## src/rtl/oven_pkg.sv

```systemverilog
// Shared types and default constants for the oven zone thermal model.
package oven_pkg;

  localparam int unsigned TempWDefault   = 10;
  localparam int unsigned AmbientDefault = 65;
  localparam int unsigned TempMaxDefault = 511;

  typedef logic [TempWDefault-1:0] temp_t;
  typedef logic [1:0]              heat_t;

  typedef enum logic [2:0] {
    StIdle,
    StHeating,
    StSettling,
    StReady,
    StCooling
  } zone_state_t;

endpackage

```

## src/rtl/oven_zone.sv

```systemverilog
// One oven zone: temperature integrator, tolerance-band compare, settle dwell and preheat FSM.
// Over-temperature trip logic is present only when OVERTEMP_TRIP_EN is defined.
module oven_zone
  import oven_pkg::*;
#(
  parameter int unsigned TEMP_W       = TempWDefault,
  parameter int unsigned AMBIENT      = AmbientDefault,
  parameter int unsigned TEMP_MAX     = TempMaxDefault,
  parameter int unsigned TOL          = 2,
  parameter int unsigned SETTLE_TICKS = 4,
  parameter int unsigned COOL_RATE    = 1
`ifdef OVERTEMP_TRIP_EN
  ,
  parameter int unsigned TRIP_LIMIT   = 480
`endif
) (
  input  logic              clk_i,
  input  logic              rst_ni,
  input  logic              tick_i,
  input  logic              enable_i,
  input  logic [TEMP_W-1:0] target_i,
  input  heat_t             heat_i,
  output logic [TEMP_W-1:0] temp_o,
  output logic              preheated_o,
  output logic              fault_o
);

  // Two guard bits keep target+TOL and temp+heat free of overflow.
  localparam int unsigned XW     = TEMP_W + 2;
  localparam int unsigned DwellW = $clog2(SETTLE_TICKS + 1);

  localparam logic [XW-1:0]     AmbX    = XW'(AMBIENT);
  localparam logic [XW-1:0]     MaxX    = XW'(TEMP_MAX);
  localparam logic [XW-1:0]     TolX    = XW'(TOL);
  localparam logic [XW-1:0]     CoolX   = XW'(COOL_RATE);
  localparam logic [XW-1:0]     FloorX  = XW'(AMBIENT + COOL_RATE);
  localparam logic [DwellW:0]   SettleX = (DwellW + 1)'(SETTLE_TICKS);

  zone_state_t       state_q, state_d;
  logic [TEMP_W-1:0] temp_q, temp_d;
  logic [DwellW-1:0] dwell_q, dwell_d;
  logic [DwellW:0]   dwell_inc;
  logic              pre_q, pre_d;

  logic [XW-1:0] temp_x, tgt_x, sum_x, next_x, lo_x, hi_x;
  logic          heat_on, force_cool, in_band;

`ifdef OVERTEMP_TRIP_EN
  localparam logic [XW-1:0] TripX  = XW'(TRIP_LIMIT);
  localparam logic [XW-1:0] ClearX = XW'(AMBIENT + TOL);

  logic fault_q, fault_d, trip;

  assign heat_on    = enable_i && (heat_i != 2'b00) && !fault_q;
  assign trip       = !fault_q && (next_x >= TripX);
  assign force_cool = !enable_i || fault_q || trip;
  assign fault_o    = fault_q;

  // Fault is sticky until the oven is switched off and the zone is back near ambient.
  always_comb begin
    fault_d = fault_q;
    if (tick_i) begin
      if (trip) begin
        fault_d = 1'b1;
      end else if (fault_q && !enable_i && (next_x <= ClearX)) begin
        fault_d = 1'b0;
      end
    end
  end

  always_ff @(posedge clk_i or negedge rst_ni) begin
    if (!rst_ni) begin
      fault_q <= 1'b0;
    end else begin
      fault_q <= fault_d;
    end
  end
`else
  assign heat_on    = enable_i && (heat_i != 2'b00);
  assign force_cool = !enable_i;
  assign fault_o    = 1'b0;
`endif

  always_comb begin
    temp_x = XW'(temp_q);
    tgt_x  = XW'(target_i);
    sum_x  = temp_x + XW'(heat_i);
    if (heat_on) begin
      next_x = (sum_x > MaxX) ? MaxX : sum_x;
    end else begin
      next_x = (temp_x <= FloorX) ? AmbX : temp_x - CoolX;
    end
    lo_x    = (tgt_x > TolX) ? tgt_x - TolX : '0;
    hi_x    = ((tgt_x + TolX) > MaxX) ? MaxX : tgt_x + TolX;
    // A target beyond the ceiling is unreachable even if the clipped band touches it.
    in_band = (tgt_x <= MaxX) && (next_x >= lo_x) && (next_x <= hi_x);
  end

  always_comb begin
    state_d   = state_q;
    temp_d    = temp_q;
    dwell_d   = dwell_q;
    pre_d     = pre_q;
    dwell_inc = {1'b0, dwell_q} + (DwellW + 1)'(1);
    if (tick_i) begin
      temp_d = next_x[TEMP_W-1:0];
      if (force_cool) begin
        pre_d   = 1'b0;
        dwell_d = '0;
        if ((state_q == StIdle || state_q == StCooling) && !enable_i && (next_x == AmbX)) begin
          state_d = StIdle;
        end else begin
          state_d = StCooling;
        end
      end else begin
        unique case (state_q)
          StIdle, StCooling: begin
            state_d = StHeating;
            dwell_d = '0;
          end
          StHeating: begin
            if (in_band) begin
              dwell_d = DwellW'(1);
              if (SETTLE_TICKS <= 1) begin
                state_d = StReady;
                pre_d   = 1'b1;
              end else begin
                state_d = StSettling;
              end
            end
          end
          StSettling: begin
            if (in_band) begin
              dwell_d = dwell_inc[DwellW-1:0];
              if (dwell_inc >= SettleX) begin
                state_d = StReady;
                pre_d   = 1'b1;
              end
            end else begin
              state_d = StHeating;
              dwell_d = '0;
            end
          end
          StReady: begin
            if (!in_band) begin
              state_d = StHeating;
              pre_d   = 1'b0;
              dwell_d = '0;
            end
          end
          default: begin
            state_d = StIdle;
            pre_d   = 1'b0;
            dwell_d = '0;
          end
        endcase
      end
    end
  end

  always_ff @(posedge clk_i or negedge rst_ni) begin
    if (!rst_ni) begin
      state_q <= StIdle;
      temp_q  <= TEMP_W'(AMBIENT);
      dwell_q <= '0;
      pre_q   <= 1'b0;
    end else begin
      state_q <= state_d;
      temp_q  <= temp_d;
      dwell_q <= dwell_d;
      pre_q   <= pre_d;
    end
  end

  assign temp_o      = temp_q;
  assign preheated_o = pre_q;

endmodule

```

## src/rtl/oven_zone_thermal.sv

```systemverilog
// Multi-zone oven thermal model: tick prescaler, per-zone instances and all-preheated flag.
// Optional over-temperature trip is enabled by defining OVERTEMP_TRIP_EN.
module oven_zone_thermal
  import oven_pkg::*;
#(
  parameter int unsigned ZONES        = 2,
  parameter int unsigned TEMP_W       = TempWDefault,
  parameter int unsigned AMBIENT      = AmbientDefault,
  parameter int unsigned TEMP_MAX     = TempMaxDefault,
  parameter int unsigned TOL          = 2,
  parameter int unsigned TICK_DIV     = 1000,
  parameter int unsigned SETTLE_TICKS = 4,
  parameter int unsigned COOL_RATE    = 1
`ifdef OVERTEMP_TRIP_EN
  ,
  parameter int unsigned TRIP_LIMIT   = 480
`endif
) (
  input  logic                    clk,
  input  logic                    rst_n,
  input  logic                    enable,
  input  logic [ZONES*TEMP_W-1:0] target_temp,
  input  logic [ZONES*2-1:0]      heat,
  output logic [ZONES*TEMP_W-1:0] current_temp,
  output logic [ZONES-1:0]        preheated,
  output logic                    all_preheated,
  output logic                    tick,
  output logic [ZONES-1:0]        fault
);

  localparam int unsigned     CntW    = (TICK_DIV > 1) ? $clog2(TICK_DIV) : 1;
  localparam logic [CntW-1:0] CntLast = CntW'(TICK_DIV - 1);

  logic [CntW-1:0] cnt_q, cnt_d;
  logic            tick_q, tick_d;
  logic            all_q, all_d;

  // tick is registered off the wrap, so zones update on the cycle tick is visible.
  always_comb begin
    tick_d = (cnt_q == CntLast);
    cnt_d  = tick_d ? '0 : cnt_q + CntW'(1);
    all_d  = &preheated;
  end

  always_ff @(posedge clk or negedge rst_n) begin
    if (!rst_n) begin
      cnt_q  <= '0;
      tick_q <= 1'b0;
      all_q  <= 1'b0;
    end else begin
      cnt_q  <= cnt_d;
      tick_q <= tick_d;
      all_q  <= all_d;
    end
  end

  for (genvar z = 0; z < ZONES; z++) begin : g_zone
    oven_zone #(
      .TEMP_W      (TEMP_W),
      .AMBIENT     (AMBIENT),
      .TEMP_MAX    (TEMP_MAX),
      .TOL         (TOL),
      .SETTLE_TICKS(SETTLE_TICKS),
      .COOL_RATE   (COOL_RATE)
`ifdef OVERTEMP_TRIP_EN
      ,
      .TRIP_LIMIT  (TRIP_LIMIT)
`endif
    ) u_zone (
      .clk_i      (clk),
      .rst_ni     (rst_n),
      .tick_i     (tick_q),
      .enable_i   (enable),
      .target_i   (target_temp[z*TEMP_W +: TEMP_W]),
      .heat_i     (heat[z*2 +: 2]),
      .temp_o     (current_temp[z*TEMP_W +: TEMP_W]),
      .preheated_o(preheated[z]),
      .fault_o    (fault[z])
    );
  end

  assign tick          = tick_q;
  assign all_preheated = all_q;

endmodule

```

## config.mk

```make
export PLATFORM = sky130hd
export DESIGN_NAME = oven_zone_thermal
export DESIGN_NICKNAME = d
export VERILOG_FILES = /design/src/rtl/oven_pkg.sv /design/src/rtl/oven_zone.sv /design/src/rtl/oven_zone_thermal.sv
export SDC_FILE = /design/constraint.sdc
export NUM_CORES = 1
export LEC_CHECK = 0
export CORE_MARGIN = 1.5
export CORE_UTILIZATION = 59
export CTS_BUF_LIST = sky130_fd_sc_hd__clkbuf_4 sky130_fd_sc_hd__clkbuf_8 sky130_fd_sc_hd__clkbuf_16
export DETAILED_ROUTE_END_ITERATION = 16
export HOLD_SLACK_MARGIN = 0.03
export PLACE_DENSITY = 0.82
export SETUP_SLACK_MARGIN = 0.1
export SLEW_MARGIN = 15
export SYNTH_ARGS = -nofsm -noshare
export SYNTH_HDL_FRONTEND = slang
export SYNTH_SLANG_ARGS = --single-unit
```

## constraint.sdc

```tcl
create_clock -name clk -period 6.5 [get_ports clk]
set_clock_uncertainty 0.15 [all_clocks]
set_input_delay 1.3 -clock clk [delete_from_list [all_inputs] [get_ports clk]]
set_output_delay 1.3 -clock clk [all_outputs]
set_load 0.01 [all_outputs]
```

Word-level counts from Yosys, hierarchy flattened. Cells that the tools add are included.

Add/sub/neg operators: 11. Order comparisons: 16. Eq/ne operators: 23. Muxes and demuxes: 45. Reductions and logical operators: 28.

Operator list (count): two-way mux 12 bit (10); two-way mux 3 bit (20); greater-than comparator 12 x 9 -> 1 bit, second input constant (4); == test 12 x 7 -> 1 bit, second input constant (2); greater-or-equal comparator 12 bit (2); less-or-equal comparator 12 bit (2); case mux 3 bit (4 select lines) (2); adder 10 x 2 -> 11 bit (2); adder 10 x 2 -> 11 bit, second input constant (2); subtractor 10 x 1 -> 11 bit, second input constant (2); subtractor 10 x 2 -> 11 bit, second input constant (2); greater-than comparator 10 x 2 -> 1 bit, second input constant (2); less-or-equal comparator 10 x 7 -> 1 bit, second input constant (2); less-or-equal comparator 10 x 9 -> 1 bit, second input constant (2); != test 3 x 2 -> 1 bit, second input constant (6); case mux 3 bit (3 select lines) (2); == test 3 x 2 -> 1 bit, second input constant (4); adder 10 x 1 -> 10 bit, second input constant (1); == test 10 bit, second input constant (1); logical AND 1 bit (10); two-way mux 10 bit (1); AND reduction 5 bit (2); adder 3 x 1 -> 4 bit, second input constant (2); greater-or-equal comparator 4 x 3 -> 1 bit, second input constant (2); 16 further kinds (36).

Bits in registers: 46. Bits of input ports: 27. Output and inout port bits: 26. Word-level logic and storage cells: 134.

Logic depth before layout (Yosys ltp). Gate-level depths: netlist of the first run.

Depth in word-level cells: 10. Mapped depth: 20. Gate-level depth less buffers: 19.

Hierarchy. Synthesis of the first run repeated with hierarchy kept, for this count alone.

Cells, all modules: 677. Area total of the unflattened synthesis: 5440.2 µm².

Modules (own cells, without submodules): oven_zone (times used 2, cells an instance 315, area each 2444.8 µm², sequential area each 427.9 µm²); oven_zone_thermal (times used 1, cells an instance 47, area each 550.5 µm², sequential area each 300.3 µm²).

Worst setup path after synthesis of the first run. OpenSTA, ideal clock, no wires.

Path kind: input to register. From: input heat[3]. To: register g_zone[1].u_zone.dwell_q[2]. Setup time: 69 ps. Data arrival time: 5184 ps. Required time: 6281 ps. Setup slack: 1097 ps. Cell stages on the path: 16. Path buffers: 0. Cell sequence: ha_1 > a21oi_1 > or4b_4 > mux2i_4 > o311ai_0 > o31ai_1 > ha_1 > and4_1 > and3_1 > nor2b_1 > o2111a_1 > a311o_1 > a311oi_2 > a211oi_2 > or4_1 > nand3_1.

Cells in the longest elaborated chain, start to end: 10. Elaborated cells between the ends (all ways): 16. Those cells by class: 1 x add/sub; 3 x order compare; 2 x eq/ne; 5 x mux; 5 x reduce/logical.

Ends and longest elaborated chain: start: declaration (line oven_zone_thermal.sv:23) `input logic [ZONES*2-1:0] heat,`; adder 10 x 2 -> 11 bit (line oven_zone.sv:87) `sum_x = temp_x + XW'(heat_i);`; greater-than comparator 12 x 9 -> 1 bit (line oven_zone.sv:89) `next_x = (sum_x > MaxX) ? MaxX : sum_x;`; two-way mux 12 bit (line oven_zone.sv:89); two-way mux 12 bit (*) (line oven_zone.sv:88) `if (heat_on) begin`; via g_zone[1].u_zone.next_x[8] (line oven_zone.sv:45) `logic [XW-1:0] temp_x, tgt_x, sum_x, next_x, lo_x, hi_x;`; greater-or-equal comparator 12 bit (line oven_zone.sv:96) `in_band = (tgt_x <= MaxX) && (next_x >= lo_x) && (next_x <= hi_x);`; logical AND 1 bit (line oven_zone.sv:96); logical AND 1 bit (*) (line oven_zone.sv:96); two-way mux 3 bit (line oven_zone.sv:133) `if (in_band) begin`; case mux 3 bit (3 select lines) (line oven_zone.sv:116) `unique case (state_q)`; two-way mux 3 bit (line oven_zone.sv:107) `if (force_cool) begin`; end signal: assignment (line oven_zone.sv:170) `dwell_q <= dwell_d;`; end: declaration (line oven_zone.sv:41) `logic [DwellW-1:0] dwell_q, dwell_d;`.

The timed path passes the listed nets; every way through them passes the cells marked *. A chain may end at the register's enable or synchronous reset.

Worst setup path in the final report of the first run. Same ends and word-level chain as after synthesis.

==> impl_metrics.csv, run 1 <==
group,metric,value,unit
timing,worst_pin_slew,1020,ps
timing,finalMaxSlewViolations,0,
routing,first_pass_iters,6,
yosys,syn_area_per_cell,7.64,um^2
clock_tree,cts.sinks,46,
power_and_ir_drop,ir_worst_vdd,0.000113,V
placement,placed_area,0.00583,mm^2
timing,period_share,93.8,%
finish,drive_gt1_share,6.89,%
routing,drtIter0Drc,431,
clock_tree,clockBufferDepth,2,
finish,area_delta_synth_final,12.9,%
timing,setup_viol_count_final,0,
yosys,seq_area_frac_synth,21.9,%
yosys,synth_warnings,0,
global_route,overflow,0,
critical_path,critical_path.max_fanout,8,
timing,fin_ws,401,ps
critical_path,end_kind,"flip-flop",
yosys,ys_ff_latch,46,
die,pin_count,53,
critical_path,slowest_stage,"or4b_4",
global_route,grt_pass1_vias,5023,
clock_tree,cts_tree,"done",
timing,hold_viol,0,
clock_tree,clk_latency,300,ps
clock_tree,cts_made_buffers,5,
clock_tree,ctsHtreeMaxLevel,2,
finish,num-fill-cells,735,
clock_tree,postCtsSetupBuffers,0,
clock_tree,postCtsHoldBufs,0,
clock_tree,cts.clk_slew.worst_paths,90,ps
global_route,grt_pass1_wl,23.1,mm
power_and_ir_drop,p_leak,2.62,nW
clock_tree,cts-root-buf,"clkbuf_8",
min_path,hp-class,"flip-flop to flip-flop",
finish,post-route-util,68.6,%
routing,drt_wl_total,13.4,mm
routing,drc_errors,0,
finish,final_nets,811,
timing,fmax,164,MHz
timing,maxSlewHeadroom,32.3,%
yosys,synth_cell_types,72,
clock_tree,cts-resized-gates,0,
critical_path,cp.arrival,6180,ps
critical_path,max_stage_delay,580,ps
routing,ant_nets,0,
placement,portBuffers,50,
finish,antenna_cells,0,
timing,rsz0062_at_grt,"no",
run,drv_cap,0,
die,die_area,0.00951,mm^2
die,die_w,97.5,um
die,rows,34,
placement,post-place-ws,170,ps
routing,vias,5301,
timing,setup-tns-final,0,ps
critical_path,start_kind,"input pin",
power_and_ir_drop,powerDensity,114,mW/mm^2
yosys,synth-async-reset-ratio,100,%
finish,final_area,0.00595,mm^2
yosys,synthCells,690,
die,core_area,0.00868,mm^2
critical_path,criticalPathCategory,"input pin to flip-flop",
timing,post-route-min-period,6100,ps
critical_path,cp_data_required_time,6580,ps
critical_path,cp_common_cell,"ha_1",
routing,viasPerCell,6.36,
die,initial_core_util,60.7,%
status,outcome,"finished clean",
critical_path,crit_chain,"clkdlybuf4s50_1 -> ha_1 -> a21oi_1 -> or4b_4 -> mux2i_4 -> a31oi_1 -> o31ai_1 -> ha_1 -> and4_1 -> and3_1 -> nor2b_1 -> o2111a_1 -> a311o_1 -> a311oi_2 -> a211oi_2 -> or4_1 -> nand3_1",
die,die_h,97.5,um
global_route,globalRouteTotalUtil,28.5,%
placement,dp_hpwl,10.1,mm
yosys,synth_edf_count,0,
routing,wl_per_cell,16.0,um
yosys,synth_ff_type,"dfrtp_1",
yosys,syn_area,0.00527,mm^2
global_route,grt_max_degree,47,
timing,fin_hold_ws,308,ps
global_route,antenna_found_initial,0,
placement,finalWeightedCongestion,0.982,
[power by group]
part	total [mW]	internal, mW	switching, mW
clock	0.219	0.119	0.100
combinational	0.167	0.0717	0.0952
sequential	0.290	0.287	0.00240
[cells in the mapped netlist, types with 6 or more instances]
master     n  area (um^2)
a21o_1    13         97.6
a21oi_1   47          235
a31oi_1    8         50.1
and3_1     9         56.3
and4_1     6         52.6
buf_2      8         40.0
clkbuf_1  30          113
dfrtp_1   42         1050
ha_1      57          713
inv_1     24         90.1
mux2_2     8         90.1
nand2_1   62          233
nand2b_1  12         75.1
nand3_1   26          130
nand4_1   11         68.8
nor2_1    84          315
nor2b_1   10         62.6
nor3_1    20          100
nor4_1     8         50.1
o211ai_1   6         45.0
o21a_1     9         67.6
o21ai_0   37          185
o21ai_1    8         40.0
or3_1     10         62.6
or4_1      6         45.0
xnor2_1   13          114
xor2_1    15          131
[registers in the layout, summed over array words and instances, names as in the netlist]
| signal | cells |
|---|---|
| g_zone.u_zone.temp_o | 20 |
| all_preheated | 1 |
| tick | 1 |
| cnt_q | 10 |
| g_zone.u_zone.preheated_o | 2 |
| g_zone.u_zone.dwell_q | 6 |
| g_zone.u_zone.state_q | 6 |
[cells in the final DEF (no fill, tap or decap), drive strengths merged, types with 4 or more instances in the layout]
cell type,n
o21a,9
nor2,84
dfstp,4
nand2b,12
nand2,62
and3,9
nor4,9
and4,6
o22ai,5
ha,57
o31ai,5
mux2i,5
buf,13
and2,6
inv,24
o21ai,45
or3,10
mux2,8
a41oi,4
a221oi,4
a21o,13
clkdlybuf4s50,49
xor2,15
dfrtp,42
a32oi,5
a31oi,8
a211oi,6
conb,12
or2,4
nor3,20
nand3,26
xnor2,13
o211ai,6
nand4,11
clkbuf,6
or4,6
nor2b,10
a21oi,47
[area by class of cell]
type                       instances  area (um^2)  share of cell area (%)
multi-input combinational        585         3870                    65.0
sequential                        46         1160                    19.4
timing repair buffer              62          586                    9.84
tap                              108          135                    2.27
inverter                          25         93.8                    1.58
clock buffer                       6         76.3                    1.28
clock inverter                     2         37.5                   0.631
[layer usage]
| layer | vias to the layer above | track usage [%] | routed length (um) |
|---|---|---|---|
| li1 | 2584 | - | - |
| met1 | 2478 | 40.0 | 6010 |
| met2 | 220 | 46.5 | 6240 |
| met3 | 19 | 4.53 | 981 |
| met4 | 0 | 5.71 | 117 |
| met5 | - | 0 | 0 |
[worst max-delay path, delay by kind of cell]
kind	cells	cell delay, ps
buffers and inverters	1	500
and+or+nand+nor	6	1800
muxes	1	280
adders and majority gates	2	690
AOI/OAI and AO/OA	7	1610
[per-stage QoR]
step                      std cells  power [mW]
after CTS                       834       0.676
after floorplan                 700       0.401
final                           834       0.676
after detailed placement        826       0.459
after global placement          826       0.453
after global routing            834       0.715
[final timing paths]
check / endpoint / slack [ps] / startpoint / cells after the start
max in group asynchronous: g_zone[1].u_zone.temp_o[1] / 4550 / rst_n / 1
hold / removal: cnt_q[0] / 310 / cnt_q[0] / 1
min in group asynchronous: g_zone[0].u_zone.dwell_q[2] / 1000 / rst_n / 1
hold reg to reg: cnt_q[0] / 310 / cnt_q[0] / 1
setup / recovery: g_zone[1].u_zone.dwell_q[2] / 400 / heat[3] / 17
setup reg to reg: g_zone[1].u_zone.dwell_q[2] / 1360 / g_zone[1].u_zone.temp_o[0] / 16
[cell families after synthesis]
kind of cell	after synthesis	share of synthesized area, %
DFF	46	21.9
adders and majority gates	59	14.3
AOI/OAI and AO/OA	188	23.7
buffers and inverters	69	5.53
xor gates and xnor gates	28	4.65
and+or+nand+nor	285	26.9
muxes	13	2.90
other	2	0.142
(Power assumes the default switching activity.)
==> run 2: changes to the inputs <==
==> constraint.sdc (replaced) <==
create_clock -name clk -period 6.5 [get_ports clk]
set_clock_uncertainty 0.15 [all_clocks]
set_input_delay 1.95 -clock clk [delete_from_list [all_inputs] [get_ports clk]]
set_output_delay 1.95 -clock clk [all_outputs]
set_load 0.01 [all_outputs]
==> run 2 against run 1 <==
Effect of this change:
- via count increased by 2.3%
- worst hold slack improved by 16 ps
- sequential cell count unchanged
- first-iteration DRC count increased by 7.2%
- sequential power about the same
- non-clock buffer count increased by 36
- wire length increased by 5.0%
- register-to-register slack improved by 50 ps
- cell count increased by 4.2%
- sequential share of layout area decreased by 1.0 points
- combinational power increased by 13%
- highest routed layer unchanged
==> impl_metrics.csv, run 2 (same netlist as run 1, synthesis figures left out) <==
group,metric,value,unit
placement,portBuffers,50,
power_and_ir_drop,p_leak,2.79,nW
placement,placed_area,0.00608,mm^2
clock_tree,ctsHtreeMaxLevel,2,
clock_tree,cts.sinks,46,
critical_path,end_kind,"flip-flop",
min_path,hold_end,"cnt_q[0]",
finish,antenna_cells,0,
clock_tree,cts.clk_slew.worst_paths,90,ps
timing,worst_pin_slew,691,ps
min_path,hold_depth,1,
global_route,globalRouteTotalUtil,29.3,%
timing,hold_viol,0,
global_route,antenna_found_initial,0,
routing,wl_per_cell,16.1,um
die,pin_count,53,
critical_path,critical_path.max_fanout,7,
critical_path,ff2ff_setup_slack,1410,ps
timing,period_share,96.6,%
clock_tree,cts-root-buf,"clkbuf_8",
routing,drtIter0Drc,462,
status,outcome,"finished clean",
routing,drc_errors,0,
placement,dp_hpwl,10.5,mm
finish,area_delta_synth_final,19.2,%
global_route,grt_pass1_vias,4915,
critical_path,cp_data_required_time,6590,ps
timing,maxSlewHeadroom,53.6,%
global_route,overflow,0,
die,initial_core_util,60.7,%
clock_tree,clk_latency,300,ps
clock_tree,cts_tree,"done",
timing,setup-tns-final,0,ps
run,drv_cap,0,
critical_path,reg2regPathDepth,16,
critical_path,criticalPathCategory,"input pin to flip-flop",
timing,fmax,159,MHz
die,core_area,0.00868,mm^2
die,die_h,97.5,um
routing,first_pass_iters,5,
die,die_area,0.00951,mm^2
finish,final_area,0.00628,mm^2
routing,ant_nets,0,
critical_path,cp.arrival,6370,ps
power_and_ir_drop,ir_worst_vdd,0.000120,V
timing,setup_viol_count_final,0,
die,die_w,97.5,um
min_path,min_from,"cnt_q[0]",
finish,seqCellArea,0.00116,mm^2
finish,final_nets,847,
min_path,hp-class,"flip-flop to flip-flop",
timing,rsz0062_at_grt,"yes",
clock_tree,clockBufferDepth,2,
finish,largest_register_ffs,20,
finish,drive_gt1_share,12.9,%
global_route,grt_max_degree,47,
timing,post-route-min-period,6280,ps
routing,vias,5424,
placement,place_inst,859,
power_and_ir_drop,powerDensity,104,mW/mm^2
finish,final_common_cell,"nor2_1",
critical_path,rr_startpoint,"g_zone[1].u_zone.temp_o[2]",
placement,finalWeightedCongestion,1.04,
timing,finalMaxSlewViolations,0,
routing,drt_wl_total,14.0,mm
routing,viasPerCell,6.24,
finish,layout.cells.non_filler,869,
critical_path,r2r-end,"g_zone[1].u_zone.dwell_q[0]",
critical_path,start_kind,"input pin",
finish,layout_common_cells,"nor2_1, nand2_1, ha_1, clkdlybuf4s50_1, buf_4",
die,rows,34,
global_route,grt_pass1_wl,23.6,mm
clock_tree,cts_made_buffers,5,
finish,multiInputGateArea,0.00395,mm^2
finish,num-fill-cells,745,
## run 2: cell count changes in the layout (fill, tap and decap cells not counted), sizes merged
cell	delta
bufinv	-1
clkinvlp	-1
clkbuf	-1
clkinv	+2
buf	+36
## run 2: metrics by stage
stage	hold WS [ps]	power, mW	utilization [%]	setup WS, ps
after CTS	318	0.646	71.0	134
after global routing	349	0.691	72.4	54.2
after global placement	289	0.466	70.1	-63.7
final	324	0.652	72.4	224
after detailed placement	305	0.473	70.1	-233
after floorplan	275	0.401	-	447
## run 2: worst max-delay path by stage
stage | start | endpoint | cells past startpoint
floorplan | heat[3] | g_zone[1].u_zone.dwell_q[2] | 16
CTS | heat[2] | g_zone[1].u_zone.dwell_q[2] | 17
detailed placement | heat[2] | g_zone[1].u_zone.preheated_o | 18
finish | heat[2] | g_zone[1].u_zone.dwell_q[0] | 20
global placement | heat[3] | g_zone[1].u_zone.dwell_q[2] | 20
global route | heat[2] | g_zone[1].u_zone.dwell_q[2] | 21
## run 2: layout make-up
class / instances / area share (%)
clock buffers: 5 / 1.10
clock inverters: 2 / 0.159
repair buffers: 98 / 13.8
well taps: 108 / 2.15
multi-input cells: 585 / 62.9
flip-flops and latches: 46 / 18.4
inverters: 25 / 1.49
## run 2: timing repair
item / CTS / global route
hold buffers: 0 / 0
cloned: 0 / 0
setup buffers: 0 / 2
gates resized for setup: 0 / 18
pin swaps: 1 / 9
endpoints found under the setup margin: 1 / 12
## run 2: power breakdown
group | switching, mW | total [mW] | internal, mW
registers | 0.00276 | 0.290 | 0.287
logic | 0.101 | 0.188 | 0.0869
clock network | 0.102 | 0.174 | 0.0726
## run 2: metal layers
layer	GRT usage [%]	share of wire [%]	up-vias
met5	0	0	-
met4	4.29	1.1	0
met3	3.96	5.7	20
met2	48.0	46	175
met1	42.2	47	2572
li1	-	-	2657
## run 2: worst max-delay path, cell delays in order
cell,delay (ps)
clkdlybuf4s50_1,450
ha_2,210
buf_4,140
fa_1,390
buf_4,170
and4_1,190
nor2_2,110
mux2i_1,100
nand2_1,130
o21ai_0,160
ha_1,340
and4_1,190
and3_1,190
nor2b_2,170
o2111a_1,140
a311o_1,340
a311oi_2,280
a211oi_4,110
or4_1,530
nand3_1,80
